$ cat config.mk
export PLATFORM = sky130hd
export DESIGN_NAME = operand_loader
export DESIGN_NICKNAME = d
export VERILOG_FILES = /design/src/rtl/operand_loader.sv
export SDC_FILE = /design/constraint.sdc
export NUM_CORES = 1
export LEC_CHECK = 0
export CORE_MARGIN = 3
export CORE_UTILIZATION = 45
export DETAILED_ROUTE_END_ITERATION = 10
export HOLD_SLACK_MARGIN = 0.12
export PLACE_DENSITY = 0.77
export SETUP_SLACK_MARGIN = 0.2
export SYNTH_ARGS = -nofsm -noshare
export SYNTH_HDL_FRONTEND = slang
export SYNTH_SLANG_ARGS = --single-unit
$ cat constraint.sdc
create_clock -name clk -period 1.92 [get_ports clk]
set_input_delay 0.48 -clock clk [delete_from_list [all_inputs] [get_ports clk]]
set_output_delay 0.48 -clock clk [all_outputs]
set_load 0.02 [all_outputs]
$ cat src/rtl/operand_loader.sv
// rtl/operand_loader.sv - reads a DIMxDIM tile from a synchronous RAM
// and strobes each element, row-major, into the operand registers.
module operand_loader #(
  parameter int DATA_WIDTH = 16,
  parameter int ADDR_WIDTH = 8,
  parameter int DIM        = 4,
  localparam int IDX_W     = $clog2(DIM)
) (
  input  logic                  clk,
  input  logic                  reset,
  input  logic                  start,
  input  logic [ADDR_WIDTH-1:0] base_addr,
  input  logic [ADDR_WIDTH-1:0] row_stride,
  output logic [ADDR_WIDTH-1:0] mem_addr,
  output logic                  mem_rd_en,
  input  logic [DATA_WIDTH-1:0] mem_rdata,
  output logic [DATA_WIDTH-1:0] data_out,
  output logic                  load_enable,
  output logic [IDX_W-1:0]      load_row,
  output logic [IDX_W-1:0]      load_col,
  output logic                  busy,
  output logic                  done
);

  typedef enum logic [1:0] {S_IDLE, S_READ, S_DRAIN, S_DONE} state_t;

  localparam logic [IDX_W-1:0] LAST_IDX = IDX_W'(DIM - 1);

  state_t                  state, state_next;
  logic [ADDR_WIDTH-1:0]   row_base;
  logic [ADDR_WIDTH-1:0]   stride;
  logic [IDX_W-1:0]        rd_row, rd_col;
  logic [IDX_W-1:0]        s1_row, s1_col;
  logic                    s1_valid;
  logic                    rd_last;
  logic                    tile_loaded;

  assign rd_last     = (rd_row == LAST_IDX) && (rd_col == LAST_IDX);
  assign tile_loaded = load_enable && (load_row == LAST_IDX) && (load_col == LAST_IDX);

  always_ff @(posedge clk or negedge reset) begin
    if (!reset) state <= S_IDLE;
    else        state <= state_next;
  end

  always_comb begin
    state_next = state;
    busy       = 1'b0;
    done       = 1'b0;
    case (state)
      S_IDLE:  if (start) state_next = S_READ;
      S_READ: begin
        busy = 1'b1;
        if (rd_last) state_next = S_DRAIN;
      end
      S_DRAIN: begin
        busy = 1'b1;
        if (tile_loaded) state_next = S_DONE;
      end
      S_DONE: begin
        done       = 1'b1;
        state_next = S_IDLE;
      end
      default: state_next = S_IDLE;
    endcase
  end

  // Read issue: rd_row/rd_col always name the element whose address is on mem_addr.
  always_ff @(posedge clk or negedge reset) begin
    if (!reset) begin
      mem_addr  <= '0;
      mem_rd_en <= 1'b0;
      row_base  <= '0;
      stride    <= '0;
      rd_row    <= '0;
      rd_col    <= '0;
    end else if (state == S_IDLE && start) begin
      mem_addr  <= base_addr;
      row_base  <= base_addr;
      stride    <= row_stride;
      rd_row    <= '0;
      rd_col    <= '0;
      mem_rd_en <= 1'b1;
    end else if (state == S_READ) begin
      if (rd_last) begin
        mem_rd_en <= 1'b0;
      end else if (rd_col != LAST_IDX) begin
        mem_addr <= mem_addr + ADDR_WIDTH'(1);
        rd_col   <= rd_col + IDX_W'(1);
      end else begin
        row_base <= row_base + stride;
        mem_addr <= row_base + stride;
        rd_col   <= '0;
        rd_row   <= rd_row + IDX_W'(1);
      end
    end
  end

  // Two-stage return path; data_out and indices hold between strobes.
  always_ff @(posedge clk or negedge reset) begin
    if (!reset) begin
      s1_valid    <= 1'b0;
      s1_row      <= '0;
      s1_col      <= '0;
      data_out    <= '0;
      load_enable <= 1'b0;
      load_row    <= '0;
      load_col    <= '0;
    end else begin
      s1_valid    <= mem_rd_en;
      s1_row      <= rd_row;
      s1_col      <= rd_col;
      load_enable <= s1_valid;
      if (s1_valid) begin
        data_out <= mem_rdata;
        load_row <= s1_row;
        load_col <= s1_col;
      end
    end
  end

endmodule

==> out/results.ini <==
[cells_and_area]
fill_cells=467
final_layout_size_suffix_gt1_share_pct=24.4
register_area_sq_um=1430
mostFrequentLayoutCells=56 x dfrtp_1, 42 x nand2_1, 33 x clkdlybuf4s50_1
design_area_sq_um=3990
multiInputGateArea_sq_um=1450
final_util_pct=69.4
final_common_cell=dfrtp_1
num_antenna_cells=0
nets=402
area_growth_pct=43.9

[setup_path]
reg2reg_from=stride[0]
cp_max_fo=3
reg2reg_slack_ns=-0.04
worst-r2r-cell-count=9
crit_path_top_delay_cell=dfrtp_1
r2r_end=mem_addr[6]
end_kind=flop
required_ns=2.14
crit_path_cell_trace=ha_2 > inv_2 > fa_2 > nor2b_1 > o21a_1 > o21a_1 > o211ai_1 > o211ai_1 > a31oi_1
cp.arrival_ns=2.18
start_kind=flop
crit_type=reg2reg
critPathMaxStageDelay_ns=0.36

[global_routing]
grt_antenna_before_repair=0
grt_usage_pct=19.5
grt_pass1_wl_mm=11.0
grt_max_degree=58
grt_pass1_vias=2285
grt_overflow=0

[detailed_routing]
vias=2301
ant_nets=0
drt-vias-per-instance=5.38
wl_mm=6.64
drc_errors=0
drt_iter0_drc=68
first_pass_iters=4
wl_per_cell_microns=15.5

[sta]
tightest_slew_ns=0.323
final.period_utilization_pct=102
max_slew_margin_pct=78.3
max_freq_mhz=511
skew_ns=0.00472
setup_tns_ns=-0.0518
slew_violations=0
hold_viol=0
setup_viol=2
rsz0062_at_grt=yes
fin_ws_ns=-0.0371
fin_crit_ns=1.96

[clocking]
cts_htree_levels=3
cts_max_path_buffers=2
insertion_delay_ns=0.34
cts_sinks=57
cts-root-buf=clkbuf_8
cts-buffers-inserted=9
cts_tree=built
path_clk_slew_ns=0.07

[floorplanning]
io_pins=67
fp.dieW_microns=84.5
std_cell_rows=27
fp.dieH_microns=84.5
coreArea_sq_um=5740
start_util_pct=48.3
die_area_sq_um=7140

[place]
io_buffers=66
hpwl_mm=4.58
gp_congestion=0.845
post_dp_cell_area_sq_um=3590

[logic_synthesis]
synth_area_sq_um=2770
syn_area_per_cell_sq_um=10.3
synth_warnings=0
ys_ff_latch=57
ys_seq_area_share_pct=51.5
synthesis.nets=320
synth_cells=269
synth.distinct_cells=35

[run]
max-cap-violations=0

[run_status]
status=finished, violations left
violations=setup timing

[pwr]
power.density_nw_per_um2=1570
irDropWorstVdd_v=0.00101
p_leak_nw=1.81

[min_path]
hp-class=in2async

==> layout make-up <==
type	count	share of cell area [%]
Tap cell	72	2.26
Clock buffer	11	3.80
Multi-Input combinational cell	193	36.4
Clock inverter	5	1.95
Timing Repair Buffer	82	19.0
Inverter	8	0.753
Sequential cell	57	35.8
==> state kept, by name (all words and copies together) (netlist names) <==
register,cells
s1_row,2
mem_addr,8
load_enable,1
load_row,2
row_base,8
load_col,2
s1_valid,1
s1_col,2
data_out,16
rd_col,2
stride,8
mem_rd_en,1
rd_row,2
state,2
==> worst max-delay path: cells and delay by family, from the launching register on <==
family	cells	cell delay, ns
compound gates	5	0.74
buf+inv	1	0.04
flops	1	0.36
fa+ha+maj	2	0.55
simple gates	1	0.14
==> synth_stat cells <==
cell type	n	share of area, %
fa_1	1	0.72
nor2b_1	3	0.68
a21o_2	2	0.63
a32oi_1	1	0.32
xor2_1	1	0.32
o22ai_1	1	0.23
nand3_1	5	0.90
a21oi_1	16	2.9
or3_1	2	0.45
o31a_1	1	0.32
ha_1	15	6.8
o2111ai_1	1	0.32
dfrtp_1	57	51
mux2_2	21	8.5
nand2b_1	3	0.68
nand4b_1	1	0.32
o21ai_0	15	2.7
nand4_1	1	0.23
and3_1	4	0.90
a41oi_1	1	0.32
o221ai_1	1	0.32
clkbuf_1	11	1.5
a31oi_1	4	0.90
a21oi_2	1	0.32
a211oi_1	1	0.27
a21boi_0	1	0.27
nand2_1	44	6.0
xnor2_1	6	1.9
and2_1	2	0.45
o211ai_1	3	0.81
nor3_1	6	1.1
nor2_1	21	2.8
mux2i_1	5	1.8
o21a_1	3	0.81
inv_1	8	1.1
==> worst max-delay path by stage <==
stage | slack (ns) | cells past startpoint | from | end
after floorplan | 0.14 | 7 | stride[3] | row_base[7]
after global placement | -0.02 | 7 | row_base[1] | row_base[7]
after detailed placement | -0.08 | 7 | row_base[1] | row_base[7]
after CTS | -0.01 | 7 | row_base[1] | row_base[7]
after global routing | -0.14 | 9 | row_base[0] | mem_addr[6]
final | -0.04 | 9 | stride[0] | mem_addr[6]
==> logic make-up (layout without fill, tap and decap cells) <==
group	after synthesis	after routing	synth area share, %
AO/OA/AOI/OAI	52	52	11.4
XOR/XNOR	7	7	2.21
adder cells (fa/ha/maj)	16	16	7.49
buffers and inverters	19	106	2.57
flip-flops	57	57	51.5
multiplexers	26	26	10.3
AND/OR/NAND/NOR	92	92	14.5
==> power by group <==
| group | total, mW | internal [mW] | leakage [nW] | switching, mW |
|---|---|---|---|---|
| combinational | 3.07 | 1.47 | 1.02 | 1.60 |
| sequential | 1.92 | 1.57 | 0.682 | 0.342 |
| clock | 1.28 | 0.796 | 0.115 | 0.486 |
==> per-layer routing <==
metal  global-route usage [%]  wire length [microns]  up-vias
met5                        0                      0        -
met4                     8.35                    204        0
met3                     5.69                    453       19
met2                     32.1                   3200       86
met1                     23.9                   2790     1100
li1                         -                      -     1096
==> stage by stage <==
| step | power [mW] | instances | worst slack (ns) | hold WS, ns |
|---|---|---|---|---|
| finish | 6.27 | 428 | -0.0371 | 0.142 |
| global route | 6.72 | 428 | -0.136 | 0.155 |
| CTS | 5.99 | 424 | -0.0140 | 0.141 |
| detailed placement | 4.48 | 406 | -0.0789 | 0.386 |
| global placement | 4.39 | 406 | -0.0179 | 0.384 |
| floorplan | 3.58 | 269 | 0.138 | 0.184 |
==> repair_timing <==
item | in CTS | in global routing
buffers inserted | 2 | 4
gates resized for setup | 56 | 18
setup endpoints to repair | 45 | 19
hold buffers | 0 | 0
pin swaps | 18 | 5
Note: power is estimated with default switching activity, not from simulation.
